File: src/rtl/verificador_hash_if.sv
// verificador_hash_if
//   Groups the nonce-capture inputs and the digest-report outputs of
//   verificador_hash into one bundle.
//   master : the nonce generator side (drives nonce, nonce_valid, bloque,
//            objetivo; observes listo and the report signals)
//   slave  : the hash checker itself
//   Signals:
//     nonce[23:0]    candidate nonce
//     nonce_valid    nonce is valid this cycle
//     bloque[95:0]   block payload, byte 0 = bloque[95:88]
//     objetivo[7:0]  target, sampled with the nonce
//     listo          checker idle, accepts a nonce this cycle
//     hash[23:0]     digest {H0,H1,H2}
//     hash_valid     one-cycle pulse qualifying hash/encontrado/nonce_ok
//     encontrado     H0 < objetivo for the reported nonce
//     nonce_ok[23:0] nonce that produced the reported hash
interface verificador_hash_if;
  logic [23:0] nonce;
  logic        nonce_valid;
  logic [95:0] bloque;
  logic [7:0]  objetivo;
  logic        listo;
  logic [23:0] hash;
  logic        hash_valid;
  logic        encontrado;
  logic [23:0] nonce_ok;

  modport master (
    output nonce, nonce_valid, bloque, objetivo,
    input  listo, hash, hash_valid, encontrado, nonce_ok
  );

  modport slave (
    input  nonce, nonce_valid, bloque, objetivo,
    output listo, hash, hash_valid, encontrado, nonce_ok
  );
endinterface

File: src/rtl/verificador_hash.sv
// verificador_hash
//   Captures a 24-bit nonce, builds a 16-byte message from the 12-byte block
//   payload plus the nonce and a pad byte, runs a 32-round 8-bit hash (one
//   round per clock) and reports a 24-bit digest. The nonce is a winner when
//   the top digest byte is strictly below the target sampled with it.
//   Ports:
//     clk    : single rising-edge clock
//     reset  : asynchronous, active-high reset
//     bus_if : verificador_hash_if.slave (nonce in, digest report out)
//   Optional feature macro: VERIFICADOR_PARADA_EN
//     defined   -> the first winner parks the FSM in PARADO (listo held low,
//                  report frozen) until reset
//     undefined -> the search continues after every nonce
module verificador_hash (
  input  logic              clk,
  input  logic              reset,
  verificador_hash_if.slave bus_if
);

  localparam logic [7:0] K1   = 8'h99;
  localparam logic [7:0] K2   = 8'hA1;
  localparam logic [7:0] IV_A = 8'h01;
  localparam logic [7:0] IV_B = 8'h89;
  localparam logic [7:0] IV_C = 8'hFE;
  localparam logic [7:0] PAD  = 8'h80;

`ifdef VERIFICADOR_PARADA_EN
  typedef enum logic [1:0] {IDLE = 2'd0, RONDAS = 2'd1, PARADO = 2'd2} state_t;
`else
  typedef enum logic [1:0] {IDLE = 2'd0, RONDAS = 2'd1} state_t;
`endif

  state_t      state_q, state_d;
  logic [4:0]  i_q, i_d;
  logic [7:0]  a_q, a_d, b_q, b_d, c_q, c_d;
  // Sliding schedule window: w_q[k] holds W[i+k] for the current round i.
  logic [7:0]  w_q [16];
  logic [7:0]  w_d [16];
  logic [23:0] nonce_q, nonce_d;
  logic [7:0]  objetivo_q, objetivo_d;
  logic        listo_q, listo_d;
  logic [23:0] hash_q, hash_d;
  logic        hash_valid_q, hash_valid_d;
  logic        encontrado_q, encontrado_d;
  logic [23:0] nonce_ok_q, nonce_ok_d;

  logic [7:0]  k_s, x_s, a_next_s, b_next_s, c_next_s;
  logic [7:0]  h0_s, h1_s, h2_s, w_new_s;

  // Round datapath and digest of the post-round state.
  always_comb begin
    k_s      = i_q[4] ? K2 : K1;
    x_s      = i_q[4] ? (a_q ^ b_q ^ c_q) : (a_q ^ b_q);
    a_next_s = b_q ^ c_q;
    b_next_s = {c_q[3:0], c_q[7:4]};
    c_next_s = x_s + k_s + w_q[0];
    h0_s     = IV_A + a_next_s;
    h1_s     = IV_B + b_next_s;
    h2_s     = IV_C + c_next_s;
    // W[i+16] = W[i+13] | (W[i+7] ^ W[i+2]), generated as the window slides
    w_new_s  = w_q[13] | (w_q[7] ^ w_q[2]);
  end

  // Next-state and output logic of the capture/round FSM.
  always_comb begin
    state_d      = state_q;
    i_d          = i_q;
    a_d          = a_q;
    b_d          = b_q;
    c_d          = c_q;
    for (int k = 0; k < 16; k++) begin
      w_d[k] = w_q[k];
    end
    nonce_d      = nonce_q;
    objetivo_d   = objetivo_q;
    hash_d       = hash_q;
    hash_valid_d = 1'b0;
    encontrado_d = encontrado_q;
    nonce_ok_d   = nonce_ok_q;

    case (state_q)
      IDLE: begin
        if (bus_if.nonce_valid) begin
          nonce_d    = bus_if.nonce;
          objetivo_d = bus_if.objetivo;
          for (int k = 0; k < 12; k++) begin
            w_d[k] = bus_if.bloque[95 - 8*k -: 8];
          end
          w_d[12]    = bus_if.nonce[23:16];
          w_d[13]    = bus_if.nonce[15:8];
          w_d[14]    = bus_if.nonce[7:0];
          w_d[15]    = PAD;
          a_d        = IV_A;
          b_d        = IV_B;
          c_d        = IV_C;
          i_d        = 5'd0;
          state_d    = RONDAS;
        end else begin
          state_d    = IDLE;
        end
      end
      RONDAS: begin
        a_d = a_next_s;
        b_d = b_next_s;
        c_d = c_next_s;
        i_d = i_q + 5'd1;
        for (int k = 0; k < 15; k++) begin
          w_d[k] = w_q[k + 1];
        end
        w_d[15] = w_new_s;
        if (i_q == 5'd31) begin
          hash_d       = {h0_s, h1_s, h2_s};
          nonce_ok_d   = nonce_q;
          encontrado_d = (h0_s < objetivo_q);
          hash_valid_d = 1'b1;
`ifdef VERIFICADOR_PARADA_EN
          if (h0_s < objetivo_q) begin
            state_d = PARADO;
          end else begin
            state_d = IDLE;
          end
`else
          state_d      = IDLE;
`endif
        end else begin
          state_d = RONDAS;
        end
      end
`ifdef VERIFICADOR_PARADA_EN
      PARADO: begin
        state_d = PARADO;
      end
`endif
      default: begin
        state_d = IDLE;
      end
    endcase

    listo_d = (state_d == IDLE);
  end

  // State and output registers; reset discards any in-flight nonce.
  always_ff @(posedge clk or posedge reset) begin
    if (reset) begin
      state_q      <= IDLE;
      i_q          <= 5'd0;
      a_q          <= 8'h00;
      b_q          <= 8'h00;
      c_q          <= 8'h00;
      for (int k = 0; k < 16; k++) begin
        w_q[k] <= 8'h00;
      end
      nonce_q      <= 24'h000000;
      objetivo_q   <= 8'h00;
      listo_q      <= 1'b1;
      hash_q       <= 24'h000000;
      hash_valid_q <= 1'b0;
      encontrado_q <= 1'b0;
      nonce_ok_q   <= 24'h000000;
    end else begin
      state_q      <= state_d;
      i_q          <= i_d;
      a_q          <= a_d;
      b_q          <= b_d;
      c_q          <= c_d;
      for (int k = 0; k < 16; k++) begin
        w_q[k] <= w_d[k];
      end
      nonce_q      <= nonce_d;
      objetivo_q   <= objetivo_d;
      listo_q      <= listo_d;
      hash_q       <= hash_d;
      hash_valid_q <= hash_valid_d;
      encontrado_q <= encontrado_d;
      nonce_ok_q   <= nonce_ok_d;
    end
  end

  assign bus_if.listo      = listo_q;
  assign bus_if.hash       = hash_q;
  assign bus_if.hash_valid = hash_valid_q;
  assign bus_if.encontrado = encontrado_q;
  assign bus_if.nonce_ok   = nonce_ok_q;

endmodule

File: src/flat_wrapper.sv
// flat-port wrapper written by rule: the top's interface ports become plain ports
module verificador_hash_flat 
  (clk, reset, bus_if_nonce, bus_if_nonce_valid, bus_if_bloque, bus_if_objetivo, bus_if_listo, bus_if_hash, bus_if_hash_valid, bus_if_encontrado, bus_if_nonce_ok);
  verificador_hash_if bus_if_i ();
  input  logic clk;
  input  logic reset;
  input wire logic [$bits(bus_if_i.nonce)-1:0] bus_if_nonce;
  input wire logic [$bits(bus_if_i.nonce_valid)-1:0] bus_if_nonce_valid;
  input wire logic [$bits(bus_if_i.bloque)-1:0] bus_if_bloque;
  input wire logic [$bits(bus_if_i.objetivo)-1:0] bus_if_objetivo;
  output wire logic [$bits(bus_if_i.listo)-1:0] bus_if_listo;
  output wire logic [$bits(bus_if_i.hash)-1:0] bus_if_hash;
  output wire logic [$bits(bus_if_i.hash_valid)-1:0] bus_if_hash_valid;
  output wire logic [$bits(bus_if_i.encontrado)-1:0] bus_if_encontrado;
  output wire logic [$bits(bus_if_i.nonce_ok)-1:0] bus_if_nonce_ok;
  assign bus_if_i.nonce = bus_if_nonce;
  assign bus_if_i.nonce_valid = bus_if_nonce_valid;
  assign bus_if_i.bloque = bus_if_bloque;
  assign bus_if_i.objetivo = bus_if_objetivo;
  assign bus_if_listo = bus_if_i.listo;
  assign bus_if_hash = bus_if_i.hash;
  assign bus_if_hash_valid = bus_if_i.hash_valid;
  assign bus_if_encontrado = bus_if_i.encontrado;
  assign bus_if_nonce_ok = bus_if_i.nonce_ok;
  verificador_hash u_core (.clk(clk), .reset(reset), .bus_if(bus_if_i));
endmodule
File: config.mk
export PLATFORM = sky130hd
export DESIGN_NAME = verificador_hash_flat
export DESIGN_NICKNAME = d
export VERILOG_FILES = /design/src/rtl/verificador_hash_if.sv /design/src/rtl/verificador_hash.sv /design/src/flat_wrapper.sv
export SDC_FILE = /design/constraint.sdc
export NUM_CORES = 1
export LEC_CHECK = 0
export BUFFER_PORTS_ARGS = -buffer_cell sky130_fd_sc_hd__buf_2
export CAP_MARGIN = 30
export CORE_MARGIN = 5
export CORE_UTILIZATION = 45
export CTS_BUF_LIST = sky130_fd_sc_hd__clkbuf_4 sky130_fd_sc_hd__clkbuf_8
export CTS_CLUSTER_SIZE = 14
export DETAILED_ROUTE_END_ITERATION = 7
export PLACE_DENSITY = 0.77
export SYNTH_ARGS = -nofsm -noshare
export SYNTH_HDL_FRONTEND = slang
export SYNTH_SLANG_ARGS = --single-unit
export TNS_END_PERCENT = 5
File: constraint.sdc
create_clock -name clk -period 10.7 [get_ports clk]
set_input_delay 2.14 -clock clk [delete_from_list [all_inputs] [get_ports clk]]
set_output_delay 2.14 -clock clk [all_outputs]
set_load 0.02 [all_outputs]
======== Word-level counts from Yosys, hierarchy flattened ========
Index checks and enable logic that the tools add are counted.
cells by class
  $add $sub $neg .......................... 6
  mux-type cells .......................... 17
  bitwise gates (word level) .............. 5
  $lt $le $gt $ge ......................... 1
  reduce and logical (&&, ||, !) cells .... 6
  equality and inequality tests ........... 3
operators with widths
  cell                   number
  $pmux W128 S2          1
  $mux W128              1
  $pmux W8 S2            3
  $mux W8                4
  $xor A8 B8 Y8          4
  $add A8 B8 Y8          2
  $add A8 B8 Y8 const A  2
  $pmux W5 S2            1
  $add A1 B8 Y8 const A  1
  $lt A8 B8 Y1           1
  $or A8 B8 Y8           1
  $mux W6                1
  $reduce_and A2 Y1      3
  $add A5 B1 Y5 const B  1
  $eq A5 B5 Y1 const B   1
  $mux W5                1
  $logic_not A2 Y1       2
  $mux W1                4
  $pmux W2 S2            1
  $eq A2 B1 Y1 const B   1
  $ne A2 B2 Y1 const B   1
  $reduce_bool A2 Y1     1
storage, ports and cells
  logic and storage cells ................. 66
  bits of input ports ..................... 131
  register bits ........................... 242

======== Depth between registers and ports, before layout ========
  depth after elaboration ................. 6
  mapped depth ............................ 13
  gate-level depth less buffers ........... 12

======== Least setup slack after synthesis ========
OpenSTA, ideal clock, no wires.
  path kind ............................... input to register
  from .................................... input port bus_if_nonce_valid
  to ...................................... register u_core.nonce_q[10]
  data required time ...................... 10.575 ns
  cell stages on the path ................. 4
  data arrival time ....................... 3.292 ns
  path slack .............................. 7.283 ns
  library setup time ...................... 0.125 ns
  buffers on the path ..................... 2
  cell sequence ........................... clkbuf_1 > nor2b_1 > buf_1 > mux2_2
on the way
  word-level cells in the longest chain between the ends .. 1
RTL lines
  item                         RTL line                 text
  start, declared              flat_wrapper.sv:8        input wire logic [$bits(bus_if_i.nonce_valid)-1:0] bus_if_nonce_valid;
  $reduce_and A2 Y1 (no line)  n/a
  end signal, assigned         verificador_hash.sv:169  nonce_q <= nonce_d;
  end, declared                verificador_hash.sv:39   logic [23:0] nonce_q, nonce_d;
Every way passes these cells.
A chain may end at the register's enable or synchronous reset.

======== Worst setup path in the final report ========
  from .................................... input port bus_if_nonce_valid
  to ...................................... register u_core.nonce_q[7]
The elaborated chain is that of the path after synthesis.

==> impl_metrics.toml <==
[run_status]
outcome = "finished clean"

[worst_setup_path]
crit_arrival_ns = 4.31
critPathLaunchType = "primary input"
crit_type = "primary input to register"
path_max_fanout = 95
crit_required_ns = 11.12
end_kind = "register"

[timing]
fmax_mhz = 256.7
fin_skew_ns = 0.02709
rsz0062_at_grt = "false"
hold_viol_final = 0
finalSetupViolations = 0
finalSetupTns_ns = 0
slew_violations = 0
maxSlewHeadroom = 0.3256
min_period_ns = 3.895
worst_hold_slack_ns = 0.4708
worst_slew_pin_slew_ns = 1.009
min_period_over_period = 0.3641

[cells_and_area]
layout.nets = 1353
syn2layout_area_growth_pct = 19.24
drive_gt1_frac = 0.2772
fillers = 2178

[floorplan]
num_io_pins = 182
dieArea_sq_mm = 0.02815
core_sq_mm = 0.02439
die_w_um = 167.8
die_height_um = 167.8
initial_utilization = 0.4592
rows = 57

[synth]
yosysTopAreaCellShare = 0.5362
synth.distinct_cells = 45
syn_area_sq_mm = 0.01120
post_synth_main_area_contributors = "dfrtp_1, mux2i_1, o21ai_0"
yosysTopAreaCell = "dfrtp_1"
syn_area_per_cell_sq_um = 10.89
synthesis.nets = 1186
synth_ff_type = "dfrtp_1"
synth_edf_count = 0
synth-seq-cells = 241
netlist_instances = 1029
ys_top_cells_by_count = "dfrtp_1, o21ai_0, nand2_1"
yosys_warnings = 0
synth_most_common_cell = "dfrtp_1"
async_reset_ff_frac = 1.000
yosysSeqAreaShare = 0.5385

[pwr]
power.leakage_nw = 6.701
switching_share = 0.4020
p_comb_frac = 0.461
intPower_w = 0.002778
pwr_density_cell_mw_per_mm2 = 347.8
power.switching_w = 0.001867
p_clk_frac = 0.192
peakVddDrop_uv = 267.3
p_seq_frac = 0.348

[flow_run]
drv_cap = 0

[drt]
drt-vias-per-instance = 5.079
firstDrtPassIters = 5
antenna_left = 0
vias = 7908
post_drt_wl_per_cell_um = 16.64
wl_mm = 25.91
drt_iter0_drc = 476
drc = 0

[global_routing]
grt_max_degree = 115
overflow = 0
antenna_found_initial = 5
grt_pass1_wl_mm = 42.84
grtUsageTotal = 0.1844
grt_pass1_vias = 8268

[cts]
clk_path_buf_depth = 3
post_cts_buffers = 0
cts.repair.resized = 0
cts.sinks = 241
clkTransAtPathRegs_ns = 0.06
hold_buffers = 0
cts_inserted_buffers = 42
cts_tree = "yes"
root_buffer = "clkbuf_8"
clock_latency_ns = 0.54
ctsHtreeMaxLevel = 2

[placed_design]
numPortBuffers = 181
place_congestion = 0.8210
dp_hpwl_mm = 18.12

[hold_path]
hp-class = "register to register"
## final cells by class
| class | count | area [sq um] | share of cell area |
|---|---|---|---|
| flip-flops and latches | 241 | 6036 | 0.4519 |
| multi-input cells | 699 | 4827 | 0.3614 |
| repair buffers | 191 | 1067 | 0.07991 |
| clock buffers | 67 | 859.6 | 0.06436 |
| well taps | 324 | 405.4 | 0.03035 |
| inverters | 21 | 86.33 | 0.006464 |
| clock inverters | 11 | 66.31 | 0.004965 |
| diodes | 3 | 7.507 | 0.0005621 |
## kinds of logic after synthesis
group           share of synthesized area
mux                                0.1649
buf+inv                           0.03139
xor+xnor                          0.04893
fa+ha+maj                         0.03038
simple gates                      0.08959
flops                              0.5385
compound gates                    0.09629
## state kept, by name, indices dropped and copies added, names as in the netlist
| signal | cells |
|---|---|
| u_core.bus_if.listo | 1 |
| u_core.a_q | 8 |
| u_core.bus_if.hash | 24 |
| u_core.nonce_q | 24 |
| u_core.bus_if.nonce_ok | 24 |
| u_core.w_q | 128 |
| u_core.i_q | 5 |
| u_core.bus_if.hash_valid | 1 |
| u_core.state_q | 1 |
| u_core.bus_if.encontrado | 1 |
| u_core.c_q | 8 |
| u_core.objetivo_q | 8 |
| u_core.b_q | 8 |
## through the flow
stage | util | cell area (sq um) | setup WS [ns] | power, W | cells
floorplan | - | 11200 | 1.945 | 0.003212 | 1029
global placement | 0.5048 | 12310 | 6.316 | 0.003669 | 1472
detailed placement | 0.5082 | 12390 | 6.252 | 0.003784 | 1475
CTS | 0.5461 | 13320 | 6.825 | 0.004703 | 1553
global route | 0.5475 | 13350 | 6.705 | 0.005073 | 1556
finish | 0.5476 | 13360 | 6.805 | 0.004645 | 1557
## worst paths after layout
check,from,slack (ns),endpoint,depth (start not counted)
hold / removal,u_core.bus_if.hash[10],0.47,u_core.bus_if.hash[10],2
hold reg to reg,u_core.bus_if.hash[10],0.47,u_core.bus_if.hash[10],2
max in group asynchronous,reset,8.04,u_core.w_q[43],4
setup reg to reg,u_core.i_q[4],7.51,u_core.bus_if.hash[7],11
min in group asynchronous,reset,1.64,u_core.bus_if.hash[0],2
setup / recovery,bus_if_nonce_valid,6.80,u_core.nonce_q[7],3
## worst max-delay path, stage by stage
cell and delay (ns):
buf_6 0.69, nor2b_4 0.97, mux2_2 0.42
## cell usage in the layout, fill, tap and decap left out, drive strengths merged, types with 16 or more instances in the layout
| cell type | n |
|---|---|
| xor2 | 26 |
| buf | 191 |
| nand2 | 172 |
| inv | 22 |
| nor2 | 17 |
| clkbuf | 67 |
| ha | 24 |
| mux2i | 120 |
| dfrtp | 240 |
| xnor2 | 31 |
| nand2b | 16 |
| o21ai | 181 |
| mux2 | 57 |
## layer usage
| metal | vias up | GRT usage | share of wire |
|---|---|---|---|
| met1 | 3811 | 0.2415 | 0.43 |
| met5 | - | 0 | 0.0015 |
| met4 | 6 | 0.05258 | 0.023 |
| met3 | 46 | 0.04479 | 0.053 |
| met2 | 177 | 0.3066 | 0.50 |
| li1 | 3868 | - | - |
## power groups by stage
stage               logic (W)  registers (W)  clock network [W]
floorplan             0.00161        0.00161                  0
global placement      0.00206        0.00161                  0
detailed placement    0.00216        0.00163                  0
CTS                   0.00217        0.00162           0.000915
global route          0.00244        0.00167           0.000966
finish                0.00214        0.00161           0.000891
Power figures use the tool's default switching activity.
